File: config.mk
export PLATFORM = sky130hd
export DESIGN_NAME = ebus_xact_flat
export DESIGN_NICKNAME = d
export VERILOG_FILES = /design/src/rtl/ebus_xact_pkg.sv /design/src/rtl/ebus_xact_if.sv /design/src/rtl/ebus_xact_drv_mux.sv /design/src/rtl/ebus_xact.sv /design/src/flat_wrapper.sv
export SDC_FILE = /design/constraint.sdc
export NUM_CORES = 1
export LEC_CHECK = 0
export ABC_AREA = 1
export ABC_CLOCK_PERIOD_IN_PS = 4000
export CAP_MARGIN = 10
export CORE_AREA = 2 2 171 173
export CTS_CLUSTER_SIZE = 40
export DETAILED_ROUTE_END_ITERATION = 6
export DIE_AREA = 0 0 173 175
export HOLD_SLACK_MARGIN = 0.12
export MAX_ROUTING_LAYER = met4
export PLACE_DENSITY_LB_ADDON = 0.2
export SLEW_MARGIN = 15
export SYNTH_ARGS = -nofsm -noshare
export SYNTH_HDL_FRONTEND = slang
export SYNTH_SLANG_ARGS = --single-unit
File: constraint.sdc
create_clock -name clk -period 4 [get_ports clk]
set_input_delay 1 -clock clk [delete_from_list [all_inputs] [get_ports clk]]
set_output_delay 1 -clock clk [all_outputs]
set_load 0.02 [all_outputs]
File: src/rtl/ebus_xact_pkg.sv
// Shared EBUS types: function codes, driver slot record, sequencer states,
// response error bit positions and the write-function classifier.
package ebus_xact_pkg;

    typedef enum logic [2:0] {
        ebusCONO     = 3'b000,
        ebusCONI     = 3'b001,
        ebusDATAO    = 3'b010,
        ebusDATAI    = 3'b011,
        ebusPIserved = 3'b100,
        ebusPIaddrIn = 3'b101
    } tEBUSfunction;

    typedef struct packed {
        logic        driving;
        logic [35:0] data;
    } tEBUSdriver;

    typedef enum logic [1:0] {
        xactIDLE    = 2'd0,
        xactDEMAND  = 2'd1,
        xactXFER    = 2'd2,
        xactRELEASE = 2'd3
    } tEBUSxactState;

    localparam int ebusRspErrTimeout    = 0;
    localparam int ebusRspErrContention = 1;

    // Only CONO and DATAO push data from the EBOX; every other code
    // (including the unnamed 110/111) is a read.
    function automatic logic isEBUSwrite(tEBUSfunction func);
        return (func == ebusCONO) || (func == ebusDATAO);
    endfunction

endpackage

File: src/rtl/ebus_xact_if.sv
// Request/response handshake plus the shared EBUS lines seen by the
// transaction sequencer. slave = sequencer side, master = EBOX/bus side.
interface ebus_xact_if
    import ebus_xact_pkg::*;
#(
    parameter int NDEV = 8
);
    logic                    reqValid;
    logic                    reqReady;
    logic [6:0]              reqCS;
    tEBUSfunction            reqFunc;
    logic [35:0]             reqData;
    logic                    rspValid;
    logic [35:0]             rspData;
    logic [1:0]              rspErr;
    tEBUSdriver [NDEV-1:0]   drv;
    logic                    devAck;
    logic                    devXfer;
    logic [35:0]             ebusData;
    logic                    ebusParity;
    logic [6:0]              ebusCS;
    logic [2:0]              ebusFunc;
    logic                    ebusDemand;

    modport slave (
        input  reqValid, reqCS, reqFunc, reqData, drv, devAck, devXfer,
        output reqReady, rspValid, rspData, rspErr,
               ebusData, ebusParity, ebusCS, ebusFunc, ebusDemand
    );

    modport master (
        output reqValid, reqCS, reqFunc, reqData, drv, devAck, devXfer,
        input  reqReady, rspValid, rspData, rspErr,
               ebusData, ebusParity, ebusCS, ebusFunc, ebusDemand
    );

endinterface

File: src/rtl/ebus_xact_drv_mux.sv
// NDEV-slot OR-mux of device drivers onto the EBUS data lines, with a
// contention flag (more than one slot driving) and an any-driving flag.
module ebus_drv_mux
    import ebus_xact_pkg::*;
#(
    parameter int NDEV = 8
) (
    input  tEBUSdriver [NDEV-1:0] drv_i,
    output logic [35:0]           data_o,
    output logic                  contention_o,
    output logic                  anyDriving_o
);

    // A second driving slot after one has already been seen means popcount > 1.
    always_comb begin
        data_o       = '0;
        contention_o = 1'b0;
        anyDriving_o = 1'b0;
        for (int i = 0; i < NDEV; i++) begin
            if (drv_i[i].driving) begin
                data_o       = data_o | drv_i[i].data;
                contention_o = contention_o | anyDriving_o;
                anyDriving_o = 1'b1;
            end
        end
    end

endmodule

File: src/rtl/ebus_xact.sv
// EBOX-side EBUS transaction sequencer: one request at a time through
// demand/ack/xfer/release with per-phase timeouts, device data capture
// and status return.
module ebus_xact
    import ebus_xact_pkg::*;
#(
    parameter int NDEV    = 8,
    parameter int TIMEOUT = 255
) (
    input logic        clk,
    input logic        resetN,
    ebus_xact_if.slave bus
);

    tEBUSxactState state_q, state_d;
    logic [15:0]   timer_q, timer_d;
    logic [35:0]   rspData_q, rspData_d;
    logic [1:0]    err_q, err_d;
    logic [6:0]    cs_q;
    tEBUSfunction  func_q;
    logic [35:0]   wdata_q;

    logic [35:0]   muxData;
    logic          muxContention;
    logic          muxAny;
    logic          accept;
    logic          expired;
    logic          onBus;
    logic          isWrite;
    logic          capture;
    logic          relTimeout;
    logic          rspValid;

    ebus_drv_mux #(.NDEV(NDEV)) u_mux (
        .drv_i        (bus.drv),
        .data_o       (muxData),
        .contention_o (muxContention),
        .anyDriving_o (muxAny)
    );

    assign accept  = (state_q == xactIDLE) && bus.reqValid;
    // Timer holds cycles since phase entry, so equality marks cycle TIMEOUT+1.
    assign expired = (timer_q == 16'(TIMEOUT));
    assign onBus   = (state_q == xactDEMAND) || (state_q == xactXFER);
    assign isWrite = isEBUSwrite(func_q);

    // Control state: asynchronous reset abandons any transaction in flight.
    always_ff @(posedge clk or negedge resetN) begin
        if (!resetN) begin
            state_q   <= xactIDLE;
            timer_q   <= '0;
            rspData_q <= '0;
            err_q     <= '0;
        end else begin
            state_q   <= state_d;
            timer_q   <= timer_d;
            rspData_q <= rspData_d;
            err_q     <= err_d;
        end
    end

    // Request fields are only meaningful while on the bus, so no reset needed.
    always_ff @(posedge clk) begin
        if (accept) begin
            cs_q    <= bus.reqCS;
            func_q  <= bus.reqFunc;
            wdata_q <= bus.reqData;
        end
    end

    // Next-state, timer and response bookkeeping; exit conditions beat timeouts.
    always_comb begin
        state_d    = state_q;
        timer_d    = timer_q + 16'd1;
        rspData_d  = rspData_q;
        err_d      = err_q;
        capture    = 1'b0;
        relTimeout = 1'b0;
        rspValid   = 1'b0;
        unique case (state_q)
            xactIDLE: begin
                timer_d = '0;
                if (accept) begin
                    state_d   = xactDEMAND;
                    rspData_d = '0;
                    err_d     = '0;
                end
            end
            xactDEMAND: begin
                if (bus.devAck) begin
                    timer_d = '0;
                    if (bus.devXfer) begin
                        capture = 1'b1;
                        state_d = xactRELEASE;
                    end else begin
                        state_d = xactXFER;
                    end
                end else if (expired) begin
                    err_d[ebusRspErrTimeout] = 1'b1;
                    timer_d = '0;
                    state_d = xactRELEASE;
                end
            end
            xactXFER: begin
                if (bus.devXfer) begin
                    capture = 1'b1;
                    timer_d = '0;
                    state_d = xactRELEASE;
                end else if (expired) begin
                    err_d[ebusRspErrTimeout] = 1'b1;
                    timer_d = '0;
                    state_d = xactRELEASE;
                end
            end
            xactRELEASE: begin
                if (!bus.devAck && !bus.devXfer) begin
                    rspValid = 1'b1;
                    state_d  = xactIDLE;
                end else if (expired) begin
                    relTimeout = 1'b1;
                    err_d[ebusRspErrTimeout] = 1'b1;
                    rspValid = 1'b1;
                    state_d  = xactIDLE;
                end
            end
            default: state_d = xactIDLE;
        endcase
        // Reads keep the OR of all drivers; nothing driving leaves rspData at 0.
        if (capture) begin
            if (!isWrite && muxAny) begin
                rspData_d = muxData;
            end
            if (muxContention) begin
                err_d[ebusRspErrContention] = 1'b1;
            end
        end
    end

    assign bus.reqReady   = (state_q == xactIDLE);
    assign bus.rspValid   = rspValid;
    assign bus.rspData    = rspData_q;
    // A release timeout is reported in the same cycle as its rspValid pulse.
    assign bus.rspErr     = err_q | {1'b0, relTimeout};
    assign bus.ebusDemand = onBus;
    assign bus.ebusCS     = onBus ? cs_q : 7'd0;
    assign bus.ebusFunc   = onBus ? 3'(func_q) : 3'd0;
    assign bus.ebusData   = muxData | ((onBus && isWrite) ? wdata_q : 36'd0);
    assign bus.ebusParity = ~^bus.ebusData;

endmodule

File: src/flat_wrapper.sv
// flat-port wrapper written by rule: the top's interface ports become plain ports
module ebus_xact_flat import ebus_xact_pkg::*;
#(
    parameter int NDEV    = 8,
    parameter int TIMEOUT = 255
)
  (clk, resetN, bus_reqValid, bus_reqCS, bus_reqFunc, bus_reqData, bus_drv, bus_devAck, bus_devXfer, bus_reqReady, bus_rspValid, bus_rspData, bus_rspErr, bus_ebusData, bus_ebusParity, bus_ebusCS, bus_ebusFunc, bus_ebusDemand);
  ebus_xact_if #(.NDEV(NDEV)) bus_i ();
  input logic clk;
  input logic resetN;
  input wire logic [$bits(bus_i.reqValid)-1:0] bus_reqValid;
  input wire logic [$bits(bus_i.reqCS)-1:0] bus_reqCS;
  input wire logic [$bits(bus_i.reqFunc)-1:0] bus_reqFunc;
  input wire logic [$bits(bus_i.reqData)-1:0] bus_reqData;
  input wire logic [$bits(bus_i.drv)-1:0] bus_drv;
  input wire logic [$bits(bus_i.devAck)-1:0] bus_devAck;
  input wire logic [$bits(bus_i.devXfer)-1:0] bus_devXfer;
  output wire logic [$bits(bus_i.reqReady)-1:0] bus_reqReady;
  output wire logic [$bits(bus_i.rspValid)-1:0] bus_rspValid;
  output wire logic [$bits(bus_i.rspData)-1:0] bus_rspData;
  output wire logic [$bits(bus_i.rspErr)-1:0] bus_rspErr;
  output wire logic [$bits(bus_i.ebusData)-1:0] bus_ebusData;
  output wire logic [$bits(bus_i.ebusParity)-1:0] bus_ebusParity;
  output wire logic [$bits(bus_i.ebusCS)-1:0] bus_ebusCS;
  output wire logic [$bits(bus_i.ebusFunc)-1:0] bus_ebusFunc;
  output wire logic [$bits(bus_i.ebusDemand)-1:0] bus_ebusDemand;
  assign bus_i.reqValid = bus_reqValid;
  assign bus_i.reqCS = bus_reqCS;
  assign bus_i.reqFunc = bus_reqFunc;
  assign bus_i.reqData = bus_reqData;
  assign bus_i.drv = bus_drv;
  assign bus_i.devAck = bus_devAck;
  assign bus_i.devXfer = bus_devXfer;
  assign bus_reqReady = bus_i.reqReady;
  assign bus_rspValid = bus_i.rspValid;
  assign bus_rspData = bus_i.rspData;
  assign bus_rspErr = bus_i.rspErr;
  assign bus_ebusData = bus_i.ebusData;
  assign bus_ebusParity = bus_i.ebusParity;
  assign bus_ebusCS = bus_i.ebusCS;
  assign bus_ebusFunc = bus_i.ebusFunc;
  assign bus_ebusDemand = bus_i.ebusDemand;
  ebus_xact #(.NDEV(NDEV), .TIMEOUT(TIMEOUT)) u_core (.clk(clk), .resetN(resetN), .bus(bus_i));
endmodule
==> reports/qor.csv, run 1 <==
metric;value;unit
status;finished, final reports clean;
fin_crit;3920;ps
p_switching;2.08;mW
firstDrtPassIters;5;
die_area;0.0303;mm²
netlist_area;0.00777;mm²
cts_buffers;9;
share_comb_of_total_power;52.8;%
path_clk_slew;80;ps
synth.distinct_cells;40;
path_buf_inv;4;
p_leak;6.86;nW
num-nets-final;2075;
crit_path_frequent_cell;nand2_1;
synth_fp_nets;1567;
path_cells;clkdlybuf4s50_1 -> nand2_1 -> nand2_1 -> nor2_2 -> nand2_2 -> nor2_2 -> nand2_1 -> nand2_2 -> inv_2 -> nand2_1 -> nand2_1 -> nand2_1 -> nand2_2 -> nand2_2 -> nand2_1 -> nand2_1 -> nand2_1 -> nand2_1 -> nand2_1 -> inv_2 -> buf_6;
grtUsageTotal;24.0;%
final.setup.tns;0;ps
wirelength;36400;µm
design_area;0.0142;mm²
gp_congestion;0.932;
seq_area_frac_synth;35.8;%
met2_usage;42.5;%
max-vdd-ir-drop;0.000217;V
initial_core_util;27.4;%
max_freq;0.255;GHz
finalSetupViolCount;0;
p_seq_share;28.1;%
crit_type;in2out;
startpoint_type;primary input;
drive_above_1_share;19.4;%
crit_family;simple AND/OR/NAND/NOR gates;
cp_data_required_time;3000;ps
ys.flop_type;dfrtp_1;
synth_largest_area_cell;nand2_1;
use_met3;4.81;%
wl_per_cell;17.2;µm
hpwl;29000;µm
cts_tree;built;
ys_seq_elements;102;
vias;9460;
dpl-instance-area;0.0131;mm²
hold_viol;0;
cap_violations;0;
antenna_found_initial;3;
pin_count;435;
cts_buffer_depth;2;
cp_slowest_cell;clkdlybuf4s50_1;
met1_usage;26.4;%
drtAntennaViolNets;0;
powerDensity;363;mW/mm²
async_flop_share;54.9;%
area_growth;82.8;%
clkSinkCount;102;
grt_pass1_wl;53200;µm
hold_class;reg2reg;
tightest_slew;831;ps
cts_hold_buf;0;
synth_edf_count;46;
synth_area_leaders;nand2_1, dfrtp_1, edfxtp_1, inv_1, nor2_1;
final.period_utilization;98.1;%
endpoint_kind;output pin;
drv_slew;0;
power.share.switching;40.4;%
htreeDepth;3;
grt_pass1_vias;9316;
clockRootBuffer;clkbuf_16;
grt-ovfl-total;0;
core_area;0.0284;mm²
critPathMaxStageDelay;410;ps
syn_inst;1214;
die_x;173;µm
clock_skew;12.3;ps
insertion_delay;360;ps
io_buffers;434;
rows;62;
yosys_warnings;0;
p_clk_share;19.1;%
arrival;2920;ps
die_y;175;µm
gr-max-usage-layer;met2;
avgSynthCellArea;6.40;µm²
via_per_inst;4.47;
rsz0062_at_grt;yes;
drtIter0Drc;471;
grt_max_degree;57;
p_int;3.07;mW
slew_headroom;44.6;%
post-route-drc-count;0;
yosysTopAreaCellShare;30.2;%
cp_max_fo;3;
## cell type report
cell class,instances,area [µm²]
Fill cell,2872,14200
Timing Repair Buffer,546,5470
Multi-Input combinational cell,944,4690
Sequential cell,102,2780
Tap cell,384,480
Inverter,119,452
Clock buffer,10,239
Clock inverter,6,76.3
Antenna cell,3,7.51
## cell usage after synthesis (9+ instances only)
library cell,n
a21oi_1,20
buf_2,9
buf_6,30
dfrtp_1,56
edfxtp_1,46
inv_1,111
nand2_1,626
nand3_1,66
nand3_2,13
nor2_1,99
nor2_2,15
o21ai_0,48
## power by group through the flow
stage	logic (mW)	registers, mW	clock network [mW]
after floorplan	1.09	1.60	0
after global placement	2.54	1.46	0
after detailed placement	2.56	1.47	0
after CTS	2.57	1.45	1.01
after global routing	2.95	1.47	1.04
final	2.72	1.45	0.981
## worst paths after layout
check	start	to	slack, ps	cells past startpoint
worst max-delay path	bus_drv[115]	bus_ebusParity	80	21
worst min-delay path	u_core.timer_q[0]	u_core.timer_q[0]	470	1
worst max register to register	u_core.timer_q[0]	u_core.timer_q[5]	1770	14
worst min register to register	u_core.timer_q[0]	u_core.timer_q[0]	470	1
max in group asynchronous	resetN	u_core.bus.rspData[23]	2710	1
min in group asynchronous	resetN	u_core.bus.rspData[10]	710	1
## routing by layer
layer  vias to the layer above  wire (µm)
met1                      4295      14400
met3                        66       2160
met2                       325      18500
li1                       4774          -
met5                         -          0
met4                         0       1430
## state kept, by name, summed over array words and instances (netlist names)
register and flops:
u_core.state_q 2, u_core.wdata_q 36, u_core.cs_q 7, u_core.timer_q 16, u_core.func_q 3, u_core.err_q 2
u_core.bus.rspData 36
## cell usage in the layout, fill, tap and decap left out, drive strengths merged, types with 2 or more instances in the layout
cell type and instances:
edfxtp 46, nor2 117, clkdlybuf4s50 404, nand2 635
dlymetal6s2s 19, ha 6, xnor2 2, clkinv 2
xor2 5, a21oi 20, o21ai 49, diode 3
dfrtp 56, buf 122, o22ai 2, inv 122
nor4 6, nor3 7, a221oi 7, nand4 2
nand3 79, clkbuf 11
## kinds of logic (layout without fill, tap and decap cells)
logic type                 Yosys count  in the layout  share of synthesized area [%]
and+or+nand+nor                    849            849                           45.0
adders and majority gates            6              6                          0.966
DFF                                102            102                           35.8
other                                0              3                              0
xor gates and xnor gates             7              7                          0.789
AOI/OAI and AO/OA                   82             82                           6.09
buffers and inverters              168            681                           11.3
## metrics by stage
step	utilization [%]	setup WS [ps]	cells	power, mW	hold WS [ps]
2_1_floorplan	-	358	1214	2.69	433
3_3_place_gp	46.2	-537	2083	4.00	448
3_5_place_dp	46.2	-547	2083	4.02	463
4_1_cts	47.4	3.13	2099	5.03	473
5_1_grt	50.0	-115	2114	5.46	497
6_report	50.0	77.3	2114	5.15	466
## what timing repair did
item	4_1_cts	5_1_grt
cloned	0	1
resized for setup	18	197
pin swaps	2	121
setup buffers	0	11
setup endpoints to repair	1	2
No activity file was read; power rests on OpenSTA's default activity.
==> run 2: changes to the inputs <==
- CTS_CLUSTER_DIAMETER: not set -> 150
==> results of run 2 <==
No change in the layout: final DEF, timing and power equal those of run 1.
